--- config.mk ---
export PLATFORM = sky130hd
export DESIGN_NAME = uart_rx_cmd_parser_flat
export DESIGN_NICKNAME = d
export VERILOG_FILES = /design/src/rtl/uart_rx_cmd_parser_if.sv /design/src/rtl/uart_rx_cmd_parser.sv /design/src/flat_wrapper.sv
export SDC_FILE = /design/constraint.sdc
export NUM_CORES = 1
export LEC_CHECK = 0
export ABC_AREA = 1
export ABC_CLOCK_PERIOD_IN_PS = 2900
export CELL_PAD_IN_SITES_DETAIL_PLACEMENT = 0
export CELL_PAD_IN_SITES_GLOBAL_PLACEMENT = 1
export CORE_MARGIN = 3
export CORE_UTILIZATION = 25
export DETAILED_ROUTE_END_ITERATION = 10
export HOLD_SLACK_MARGIN = 0.03
export PLACE_DENSITY_LB_ADDON = 0.08
export SLEW_MARGIN = 20
export SYNTH_ARGS = -nofsm -noshare
export SYNTH_HDL_FRONTEND = slang
export SYNTH_SLANG_ARGS = --single-unit
--- constraint.sdc ---
create_clock -name clk -period 2.9 [get_ports clk]
set_clock_uncertainty 0.2 [all_clocks]
set_input_delay 0.58 -clock clk [delete_from_list [all_inputs] [get_ports clk]]
set_output_delay 0.58 -clock clk [all_outputs]
set_load 0.005 [all_outputs]
--- src/rtl/uart_rx_cmd_parser_if.sv ---
// Bus between the UART frame parser and its neighbours: receiver byte strobe, oversampling
// tick, command handshake, payload read port and error pulses.
interface uart_rx_cmd_parser_if #(
  parameter int unsigned ADDR_W = 4
);
  logic              OversamplingTick;
  logic              RxD_data_ready;
  logic [7:0]        RxD_data;
  logic              cmd_valid;
  logic              cmd_ack;
  logic [7:0]        cmd_code;
  logic [7:0]        cmd_len;
  logic [ADDR_W-1:0] rd_addr;
  logic [7:0]        rd_data;
  logic              err_chk;
  logic              err_len;
  logic              err_timeout;
  logic              err_overrun;

  // Parser side.
  modport master (
    input  OversamplingTick, RxD_data_ready, RxD_data, cmd_ack, rd_addr,
    output cmd_valid, cmd_code, cmd_len, rd_data,
    output err_chk, err_len, err_timeout, err_overrun
  );

  // Receiver / command consumer side.
  modport slave (
    output OversamplingTick, RxD_data_ready, RxD_data, cmd_ack, rd_addr,
    input  cmd_valid, cmd_code, cmd_len, rd_data,
    input  err_chk, err_len, err_timeout, err_overrun
  );
endinterface

--- src/rtl/uart_rx_cmd_parser.sv ---
// Frames received UART bytes (sync, cmd, len, payload, xor checksum) into validated commands.
// Define PARSER_TIMEOUT_EN to abort frames that stall for TIMEOUT_TICKS oversampling ticks.
module uart_rx_cmd_parser #(
  parameter int unsigned MAX_LEN       = 16,
  parameter int unsigned ADDR_W        = 4,
  parameter logic [7:0]  SYNC_BYTE     = 8'hA5,
  parameter int unsigned TIMEOUT_TICKS = 256
) (
  input logic                  clk,
  input logic                  reset,
  uart_rx_cmd_parser_if.master bus
);

  localparam int unsigned Depth = 2 ** ADDR_W;

  typedef enum logic [2:0] {
    StIdle,
    StGetCmd,
    StGetLen,
    StGetPay,
    StGetChk,
    StHold
  } state_e;

  state_e            state_q, state_d;
  logic              cmd_valid_q, cmd_valid_d;
  logic [7:0]        cmd_code_q, cmd_code_d;
  logic [7:0]        cmd_len_q, cmd_len_d;
  logic [7:0]        chk_q, chk_d;
  logic [ADDR_W:0]   cnt_q, cnt_d;
  logic              err_chk_q, err_chk_d;
  logic              err_len_q, err_len_d;
  logic              err_timeout_q, err_timeout_d;
  logic              err_overrun_q, err_overrun_d;
  logic [7:0]        rd_data_q;

  logic [7:0]        buf_q [Depth];
  logic              buf_we;
  logic [ADDR_W-1:0] buf_waddr;
  logic [7:0]        buf_wdata;

  logic              byte_ev;
  logic              tmo_expired;

  assign byte_ev = bus.RxD_data_ready;

`ifdef PARSER_TIMEOUT_EN
  localparam int unsigned TmoW = $clog2(TIMEOUT_TICKS + 1);

  logic [TmoW-1:0] tmo_q, tmo_d;
  logic            in_frame;

  assign in_frame = (state_q == StGetCmd) || (state_q == StGetLen) ||
                    (state_q == StGetPay) || (state_q == StGetChk);

  // A byte arriving on the expiry cycle wins: the counter simply clears.
  always_comb begin
    tmo_d       = tmo_q;
    tmo_expired = 1'b0;
    if (!in_frame || byte_ev) begin
      tmo_d = '0;
    end else if (bus.OversamplingTick) begin
      if (32'(tmo_q) + 32'd1 >= TIMEOUT_TICKS) begin
        tmo_expired = 1'b1;
        tmo_d       = '0;
      end else begin
        tmo_d = tmo_q + TmoW'(1);
      end
    end
  end

  always_ff @(posedge clk) begin
    if (reset) begin
      tmo_q <= '0;
    end else begin
      tmo_q <= tmo_d;
    end
  end
`else
  logic unused_tmo;

  assign tmo_expired = 1'b0;
  assign unused_tmo  = bus.OversamplingTick ^ (TIMEOUT_TICKS != 0);
`endif

  always_comb begin
    state_d       = state_q;
    cmd_code_d    = cmd_code_q;
    cmd_len_d     = cmd_len_q;
    chk_d         = chk_q;
    cnt_d         = cnt_q;
    err_chk_d     = 1'b0;
    err_len_d     = 1'b0;
    err_timeout_d = 1'b0;
    err_overrun_d = 1'b0;
    buf_we        = 1'b0;
    buf_waddr     = cnt_q[ADDR_W-1:0];
    buf_wdata     = bus.RxD_data;

    unique case (state_q)
      StIdle: begin
        if (byte_ev && bus.RxD_data == SYNC_BYTE) begin
          state_d = StGetCmd;
        end
      end
      StGetCmd: begin
        if (byte_ev) begin
          cmd_code_d = bus.RxD_data;
          chk_d      = bus.RxD_data;
          state_d    = StGetLen;
        end
      end
      StGetLen: begin
        if (byte_ev) begin
          chk_d     = chk_q ^ bus.RxD_data;
          cmd_len_d = bus.RxD_data;
          cnt_d     = '0;
          if (32'(bus.RxD_data) > MAX_LEN) begin
            err_len_d = 1'b1;
            state_d   = StIdle;
          end else if (bus.RxD_data == 8'd0) begin
            state_d = StGetChk;
          end else begin
            state_d = StGetPay;
          end
        end
      end
      StGetPay: begin
        if (byte_ev) begin
          buf_we = 1'b1;
          chk_d  = chk_q ^ bus.RxD_data;
          cnt_d  = cnt_q + (ADDR_W + 1)'(1);
          if (32'(cnt_q) + 32'd1 == 32'(cmd_len_q)) begin
            state_d = StGetChk;
          end
        end
      end
      StGetChk: begin
        if (byte_ev) begin
          if (bus.RxD_data == chk_q) begin
            state_d = StHold;
          end else begin
            err_chk_d = 1'b1;
            state_d   = StIdle;
          end
        end
      end
      StHold: begin
        // Bytes are dropped while a command is pending, even on the ack cycle.
        if (byte_ev) begin
          err_overrun_d = 1'b1;
        end
        if (bus.cmd_ack) begin
          state_d = StIdle;
        end
      end
      default: begin
        state_d = StIdle;
      end
    endcase

    if (tmo_expired) begin
      err_timeout_d = 1'b1;
      state_d       = StIdle;
    end

    cmd_valid_d = (state_d == StHold);
  end

  always_ff @(posedge clk) begin
    if (reset) begin
      state_q       <= StIdle;
      cmd_valid_q   <= 1'b0;
      cmd_code_q    <= 8'd0;
      cmd_len_q     <= 8'd0;
      chk_q         <= 8'd0;
      cnt_q         <= '0;
      err_chk_q     <= 1'b0;
      err_len_q     <= 1'b0;
      err_timeout_q <= 1'b0;
      err_overrun_q <= 1'b0;
      rd_data_q     <= 8'd0;
    end else begin
      state_q       <= state_d;
      cmd_valid_q   <= cmd_valid_d;
      cmd_code_q    <= cmd_code_d;
      cmd_len_q     <= cmd_len_d;
      chk_q         <= chk_d;
      cnt_q         <= cnt_d;
      err_chk_q     <= err_chk_d;
      err_len_q     <= err_len_d;
      err_timeout_q <= err_timeout_d;
      err_overrun_q <= err_overrun_d;
      rd_data_q     <= buf_q[bus.rd_addr];
    end
  end

  // Payload storage has no reset; contents are only meaningful for the pending command.
  always_ff @(posedge clk) begin
    if (buf_we) begin
      buf_q[buf_waddr] <= buf_wdata;
    end
  end

  assign bus.cmd_valid   = cmd_valid_q;
  assign bus.cmd_code    = cmd_code_q;
  assign bus.cmd_len     = cmd_len_q;
  assign bus.rd_data     = rd_data_q;
  assign bus.err_chk     = err_chk_q;
  assign bus.err_len     = err_len_q;
  assign bus.err_timeout = err_timeout_q;
  assign bus.err_overrun = err_overrun_q;

endmodule

--- src/flat_wrapper.sv ---
// flat-port wrapper written by rule: the top's interface ports become plain ports
module uart_rx_cmd_parser_flat 
#(
  parameter int unsigned MAX_LEN       = 16,
  parameter int unsigned ADDR_W        = 4,
  parameter logic [7:0]  SYNC_BYTE     = 8'hA5,
  parameter int unsigned TIMEOUT_TICKS = 256
)
  (clk, reset, bus_OversamplingTick, bus_RxD_data_ready, bus_RxD_data, bus_cmd_ack, bus_rd_addr, bus_cmd_valid, bus_cmd_code, bus_cmd_len, bus_rd_data, bus_err_chk, bus_err_len, bus_err_timeout, bus_err_overrun);
  uart_rx_cmd_parser_if #(.ADDR_W(ADDR_W)) bus_i ();
  input logic clk;
  input logic reset;
  input wire logic [$bits(bus_i.OversamplingTick)-1:0] bus_OversamplingTick;
  input wire logic [$bits(bus_i.RxD_data_ready)-1:0] bus_RxD_data_ready;
  input wire logic [$bits(bus_i.RxD_data)-1:0] bus_RxD_data;
  input wire logic [$bits(bus_i.cmd_ack)-1:0] bus_cmd_ack;
  input wire logic [$bits(bus_i.rd_addr)-1:0] bus_rd_addr;
  output wire logic [$bits(bus_i.cmd_valid)-1:0] bus_cmd_valid;
  output wire logic [$bits(bus_i.cmd_code)-1:0] bus_cmd_code;
  output wire logic [$bits(bus_i.cmd_len)-1:0] bus_cmd_len;
  output wire logic [$bits(bus_i.rd_data)-1:0] bus_rd_data;
  output wire logic [$bits(bus_i.err_chk)-1:0] bus_err_chk;
  output wire logic [$bits(bus_i.err_len)-1:0] bus_err_len;
  output wire logic [$bits(bus_i.err_timeout)-1:0] bus_err_timeout;
  output wire logic [$bits(bus_i.err_overrun)-1:0] bus_err_overrun;
  assign bus_i.OversamplingTick = bus_OversamplingTick;
  assign bus_i.RxD_data_ready = bus_RxD_data_ready;
  assign bus_i.RxD_data = bus_RxD_data;
  assign bus_i.cmd_ack = bus_cmd_ack;
  assign bus_i.rd_addr = bus_rd_addr;
  assign bus_cmd_valid = bus_i.cmd_valid;
  assign bus_cmd_code = bus_i.cmd_code;
  assign bus_cmd_len = bus_i.cmd_len;
  assign bus_rd_data = bus_i.rd_data;
  assign bus_err_chk = bus_i.err_chk;
  assign bus_err_len = bus_i.err_len;
  assign bus_err_timeout = bus_i.err_timeout;
  assign bus_err_overrun = bus_i.err_overrun;
  uart_rx_cmd_parser #(.MAX_LEN(MAX_LEN), .ADDR_W(ADDR_W), .SYNC_BYTE(SYNC_BYTE), .TIMEOUT_TICKS(TIMEOUT_TICKS)) u_core (.clk(clk), .reset(reset), .bus(bus_i));
endmodule
==> results of run 1 <==
-- cell families after synthesis --
kind of cell    synth area share [%]
compound gates                 14.41
buf+inv                        4.351
other cells                  0.05279
xor+xnor                      0.8631
fa+ha+maj                     0.7046
simple gates                   13.11
flops                          66.51
-- flip-flops by register name, summed over array words and instances (netlist names) --
register                count
u_core.buf_q              128
u_core.cnt_q                5
u_core.bus.err_len          1
u_core.bus.err_overrun      1
u_core.bus.cmd_valid        1
u_core.bus.rd_data          8
u_core.state_q              3
u_core.bus.cmd_len          8
u_core.chk_q                8
u_core.bus.cmd_code         8
u_core.bus.err_chk          1
-- synthesized netlist by cell type (5+ instances only) --
| cell type | count | share of area [%] |
|---|---|---|
| a21oi_1 | 39 | 2.7 |
| a21oi_2 | 5 | 0.62 |
| buf_2 | 11 | 0.78 |
| clkbuf_1 | 14 | 0.74 |
| dfxtp_1 | 44 | 12 |
| edfxtp_1 | 128 | 54 |
| inv_1 | 32 | 1.7 |
| nand2_1 | 67 | 3.5 |
| nand3_1 | 26 | 1.8 |
| nor2_1 | 106 | 5.6 |
| nor3_1 | 6 | 0.42 |
| o211ai_1 | 18 | 1.9 |
| o21ai_0 | 81 | 5.7 |
| o21ai_1 | 8 | 0.56 |
| o221ai_1 | 14 | 1.7 |
| o22ai_1 | 9 | 0.79 |
| xnor2_1 | 7 | 0.86 |
-- power by group through the flow --
stage / Combinational [mW] / Sequential [mW] / Clock (mW)
after CTS: 0.319 / 2.65 / 2.21
after detailed placement: 0.319 / 2.70 / 0
final: 0.311 / 2.65 / 2.15
after floorplan: 0.137 / 2.71 / 0
after global routing: 0.344 / 2.65 / 2.32
after global placement: 0.317 / 2.70 / 0
-- per-layer routing --
metal  share of wire (%)  GRT usage, %  wire (um)
met1                  48         18.79       9851
met2                  46         21.93       9344
met3                 3.7         2.862        759
met4                 2.1         4.621        431
met5                   0             0          0
-- worst max-delay path, delay by kind of cell (launching register included) --
family,cells,cell delay (ns)
AND/OR/NAND/NOR,5,0.71
buffers and inverters,3,0.48
flip-flops,1,0.42
-- worst min path at each step --
stage,depth (start not counted),start,slack (ns),end
CTS,2,u_core.chk_q[4],0.28,u_core.chk_q[4]
global route,2,u_core.chk_q[4],0.30,u_core.chk_q[4]
floorplan,2,u_core.cnt_q[4],0.26,u_core.cnt_q[4]
finish,2,u_core.chk_q[4],0.28,u_core.chk_q[4]
global placement,2,u_core.chk_q[7],0.27,u_core.chk_q[7]
detailed placement,2,u_core.chk_q[4],0.27,u_core.chk_q[4]
-- cells in the final DEF, fill, tap and decap left out, types with 6 or more instances in the layout --
| cell | count |
|---|---|
| clkbuf_16 | 17 |
| dfxtp_1 | 44 |
| o211ai_1 | 18 |
| buf_4 | 38 |
| o21ai_0 | 81 |
| nor2_1 | 106 |
| o22ai_1 | 9 |
| nand3_1 | 26 |
| inv_1 | 32 |
| o21ai_1 | 8 |
| nor3_1 | 6 |
| o221ai_1 | 14 |
| clkdlybuf4s50_1 | 42 |
| a21oi_1 | 39 |
| xnor2_1 | 7 |
| nand2_1 | 67 |
| edfxtp_1 | 128 |
-- through the flow --
| step | total power [mW] | instance area (sq um) |
|---|---|---|
| 2_1_floorplan | 2.842 | 7103 |
| 3_3_place_gp | 3.020 | 8203 |
| 3_5_place_dp | 3.022 | 8203 |
| 4_1_cts | 5.183 | 8748 |
| 5_1_grt | 5.312 | 8748 |
| 6_report | 5.109 | 8748 |
-- cell type report --
class / count / area (sq um)
sequential: 172 / 4725
inverter: 38 / 145.1
multi-input combinational: 407 / 2069
fill: 2862 / 19110
tap: 378 / 473.0
clock buffer: 17 / 425.4
clock inverter: 14 / 120.1
timing repair buffer: 85 / 790.8
==> run_results.csv, run 1 <==
group,metric,value,unit
outcome,run_status,"complete, no violations",
min_path,hp-class,"register to register",
critical_path,r2r_slack,0.77,ns
drt,wl,20390,um
clocking,cts_made_buffers,17,
synthesis,yosys_warnings,0,
pwr,power_switching,1.175,mW
critical_path,path_cells,"inv_2 > nand2_4 > nor2_2 > nand2_2 > inv_2 > nand2_1 > nor2_1 > buf_4",
critical_path,crit_type,"register to register",
sta,slew_viol_final,0,
pwr,leakagePower,2.910,nW
drt,first_iter_violations,304,
final_layout,stdcell_count,1111,
placed_design,place_ws,0.3012,ns
floorplan,die-area,30470,sq um
sta,worst_pin_slew,0.5284,ns
floorplan,start_util,25.50,%
clocking,cts_setup_buffers,0,
synthesis,synth-edff-count,128,
sta,fmax,469.5,MHz
grt,track_usage,13.78,%
clocking,clock_path_buffers,2,
drt,vias,4969,
synthesis,syn_area_per_cell,10.96,sq um
grt,grt_pass1_vias,5091,
critical_path,crit_fanout,17,
placed_design,dpl.cell_count,1080,
clocking,clock-sinks,172,
floorplan,placementRows,61,
critical_path,crit_end,"u_core.buf_q[9][1]",
placed_design,routabilityCongestion,0.7415,
sta,setup_tns,0,ns
synthesis,synth_ff_type,"edfxtp_1",
synthesis,async_reset_ff_share,0,%
drt,remaining_drc_errors,0,
critical_path,crit_slowest_cell,"dfxtp_1",
critical_path,reg2regPathDepth,8,
critical_path,start_kind,"register",
floorplan,fp.dieH,174.6,um
pwr,cellPowerDensity,584.0,nW/um^2
final_layout,syn_to_final_growth,23.16,%
grt,grt_max_degree,39,
critical_path,cp.arrival,2.05,ns
sta,setup_viol,0,
pwr,peakVddDrop,321.9,uV
synthesis,syn_nets,669,
grt,grt_first_pass_wirelength,31240,um
clocking,insertion_delay,0.42,ns
grt,grt_overflow,0,
critical_path,path_common_cell,"inv_2",
critical_path,worst_path_largest_cell_delay,0.42,ns
sta,min_period,2.130,ns
synthesis,synthCells,648,
drt,wire_per_inst,18.35,um
drt,first_pass_iters,4,
placed_design,portBuffers,43,
grt,antenna_found_initial,0,
pwr,p_int,3.934,mW
sta,period_share,73.44,%
floorplan,core,27860,sq um
placed_design,dpl.hpwl,13400,um
synthesis,synth-seq-area-share,66.51,%
pwr,switching_share,23.00,%
final_layout,n_antenna_cell,0,
clocking,cts-root-buf,"clkbuf_16",
critical_path,crit_path_end_kind,"register",
drt,viasPerCell,4.473,
pwr,pwr-share-clk,42.1,%
clocking,h-tree-depth,4,
synthesis,ys_ff_latch,172,
synthesis,netlist-cell-type-count,35,
floorplan,die_w,174.6,um
clocking,hold_buffers,0,
sta,slew_headroom,64.66,%
critical_path,r2r-end,"u_core.buf_q[9][1]",
drt,postRouteAntennaNets,0,
pwr,p_seq_share,51.8,%
critical_path,cp.required,2.82,ns
clocking,cts_tree,"built",
pwr,combinationalPowerShare,6.1,%
sta,fin_ws,0.7703,ns
critical_path,cp-startpoint,"u_core.state_q[2]",
floorplan,num_io_pins,46,
clocking,cts_resized,0,
final_layout,nets,742,
sta,whs,0.2819,ns
sta,grt_setup_unrepaired,"no",
critical_path,rr_startpoint,"u_core.state_q[2]",
synthesis,synthesis.area,7103,sq um
final_layout,layout-drive-gt1-share,12.55,%
final_layout,final_core_util,31.40,%
flow_run,max_cap_viol_count,0,
sta,hold_viol,0,
clocking,clkSlewWorstSetupHoldPaths,0.07,ns
Power figures use the tool's default switching activity.
==> inputs of run 2 (changes only) <==
--- a/config.mk
+++ b/config.mk
@@ -6,7 +6,7 @@
 export NUM_CORES = 1
 export LEC_CHECK = 0
 export ABC_AREA = 1
-export ABC_CLOCK_PERIOD_IN_PS = 2900
+export ABC_CLOCK_PERIOD_IN_PS = 1760
 export CELL_PAD_IN_SITES_DETAIL_PLACEMENT = 0
 export CELL_PAD_IN_SITES_GLOBAL_PLACEMENT = 1
 export CORE_MARGIN = 3
==> constraint.sdc (replaced) <==
create_clock -name clk -period 1.76 [get_ports clk]
set_clock_uncertainty 0.2 [all_clocks]
set_input_delay 0.352 -clock clk [delete_from_list [all_inputs] [get_ports clk]]
set_output_delay 0.352 -clock clk [all_outputs]
set_load 0.005 [all_outputs]
==> run 2 against run 1 <==
Routed wire length is 4.0% higher. Non-clock buffer count is 66 higher. Register-to-register slack worse by 0.70 ns. Critical endpoint is now u_core.state_q[2]. Largest cell class unchanged. Clock-buffer cell count stayed put. Worst hold slack worse by 0.0011 ns. Sequential share of layout area is 5.8 points lower. Core utilization is 3.9 points higher. Cell area is 12% higher. Sequential power is 65% higher. First-iteration DRC count is 14% higher. Sequential cell count stayed put.
==> run_results.csv, run 2 (synthesis gave the netlist of run 1 again) <==
group,metric,value,unit
pwr,p_seq_share,50.8,%
floorplan,die-area,30470,sq um
final_layout,mostFrequentLayoutCells,"128 x edfxtp_1, 87 x nor2_1, 81 x o21ai_0",
pwr,power_switching,2.018,mW
critical_path,cp.arrival,1.86,ns
grt,grt_overflow,0,
final_layout,n_antenna_cell,0,
final_layout,final_common_cell,"edfxtp_1",
floorplan,fp.dieH,174.6,um
sta,grt_setup_unrepaired,"yes",
sta,fin_ws,0.05561,ns
critical_path,reg2regPathDepth,7,
final_layout,layout-drive-gt1-share,28.16,%
sta,min_period,1.704,ns
clocking,hold_buffers,0,
final_layout,final_area,9834,sq um
sta,setup_viol,0,
flow_run,max_cap_viol_count,0,
pwr,cellPowerDensity,874.6,nW/um^2
clocking,cts_made_buffers,17,
floorplan,core,27860,sq um
critical_path,crit_slowest_cell,"clkdlybuf4s50_1",
critical_path,cp.depth,10,
final_layout,largest_reg_flops,128,
pwr,switching_share,23.46,%
grt,gr-usage-met1,18.04,%
outcome,run_status,"complete, no violations",
critical_path,crit_path_end_kind,"register",
clocking,clock_path_buffers,2,
sta,slew_viol_final,0,
critical_path,path_buf_inv,4,
pwr,p_int,6.584,mW
final_layout,syn_to_final_growth,38.45,%
critical_path,worst_path_largest_cell_delay,0.44,ns
drt,vias,5308,
sta,fmax,586.7,MHz
sta,whs,0.2808,ns
placed_design,portBuffers,43,
placed_design,dpl.hpwl,14940,um
grt,met2_usage,24.75,%
drt,first_pass_iters,5,
pwr,pwr-share-clk,42.4,%
clocking,clkSlewWorstSetupHoldPaths,0.07,ns
placed_design,routabilityCongestion,0.7811,
final_layout,regMostFlops,"u_core.buf_q",
floorplan,placementRows,61,
final_layout,nets,808,
clocking,cts-root-buf,"clkbuf_16",
critical_path,crit_type,"primary input to register",
critical_path,path_common_cell,"a21oi_2",
placed_design,place_ws,-0.4651,ns
min_path,hp-class,"register to register",
min_path,hold_depth,2,
pwr,power.total,8.601,mW
grt,grt_max_degree,33,
critical_path,cp.required,1.92,ns
drt,remaining_drc_errors,0,
clocking,clock-sinks,172,
critical_path,path_cells,"clkdlybuf4s50_1 > buf_12 > inv_1 > nand3_2 > nor2_1 > nand2_1 > buf_4 > o21ai_2 > a21oi_2 > a21oi_2",
sta,hold_viol,0,
clocking,h-tree-depth,4,
grt,use_met3,2.949,%
final_layout,stdcell_count,1177,
drt,wire_per_inst,18.01,um
drt,viasPerCell,4.510,
floorplan,start_util,25.50,%
sta,period_share,96.84,%
critical_path,crit_fanout,5,
placed_design,dpl.cell_count,1139,
pwr,combinationalPowerShare,6.9,%
final_layout,final_core_util,35.30,%
pwr,leakagePower,3.503,nW
sta,setup_tns,0,ns
drt,first_iter_violations,346,
drt,wl,21200,um
placed_design,dpl_cell_area,9055,sq um
grt,track_usage,14.20,%
drt,postRouteAntennaNets,0,
floorplan,num_io_pins,46,
pwr,peakVddDrop,582.4,uV
grt,grt_pass1_vias,5506,
grt,grt_most_used_layer,"met2",
clocking,insertion_delay,0.42,ns
grt,antenna_found_initial,0,
clocking,cts_tree,"built",
floorplan,die_w,174.6,um
critical_path,start_kind,"primary input",
critical_path,critPathTopFamily,"buffers and inverters",
grt,grt_first_pass_wirelength,32860,um
-- run 2: cell types whose count changed in the layout (fill, tap and decap cells not counted), moves of 9 or more --
cell | previous run | this run
clkdlybuf4s50_1 | 42 | 11
buf_12 | 4 | 27
buf_4 | 38 | 77
nor2_1 | 106 | 87
dfxtp_1 | 44 | 35
dlygate4sd2_1 | 0 | 29
dfxtp_2 | 0 | 9
nand2_1 | 67 | 54
nor2_4 | 0 | 15
-- run 2: layer usage --
metal | routed length [um] | share of wire, % | vias up
met1 | 9639 | 45 | 2603
li1 | - | - | 2584
met4 | 270 | 1.3 | 0
met3 | 686 | 3.2 | 20
met2 | 10600 | 50 | 101
met5 | 0 | 0 | -
-- run 2: repair_timing --
item | 4_1_cts | 5_1_grt
buffers inserted | 4 | 4
pin swaps | 13 | 15
gates resized for setup | 53 | 34
hold endpoints to repair | 0 | 0
endpoints found under the setup margin | 70 | 123
-- run 2: worst min-delay path, delay by kind of cell (launching register included) --
| kind | cells | cell delay (ns) |
|---|---|---|
| flops | 1 | 0.32 |
| compound gates | 1 | 0.05 |
| simple gates | 1 | 0.06 |
-- run 2: final timing paths --
path / from / end / slack (ns)
setup / recovery: bus_RxD_data[5] / u_core.state_q[2] / 0.06
hold / removal: u_core.chk_q[6] / u_core.chk_q[6] / 0.28
setup reg to reg: u_core.cnt_q[0] / u_core.buf_q[2][1] / 0.07
hold reg to reg: u_core.chk_q[6] / u_core.chk_q[6] / 0.28
-- run 2: layout make-up --
| cell class | count | area [sq um] |
|---|---|---|
| fillers | 2770 | 18020 |
| inverters | 38 | 153.9 |
| multi-input cells | 407 | 2350 |
| clock buffers | 17 | 425.4 |
| clock inverters | 14 | 138.9 |
| well taps | 378 | 473.0 |
| repair buffers | 151 | 1558 |
| flip-flops and latches | 172 | 4736 |
-- run 2: power by group through the flow --
stage | sequential, mW | clock (mW) | combinational, mW
after floorplan | 4.46 | 0 | 0.226
after global placement | 4.46 | 0 | 0.606
after detailed placement | 4.46 | 0 | 0.603
after CTS | 4.37 | 3.75 | 0.594
after global routing | 4.37 | 3.91 | 0.651
final | 4.37 | 3.64 | 0.592
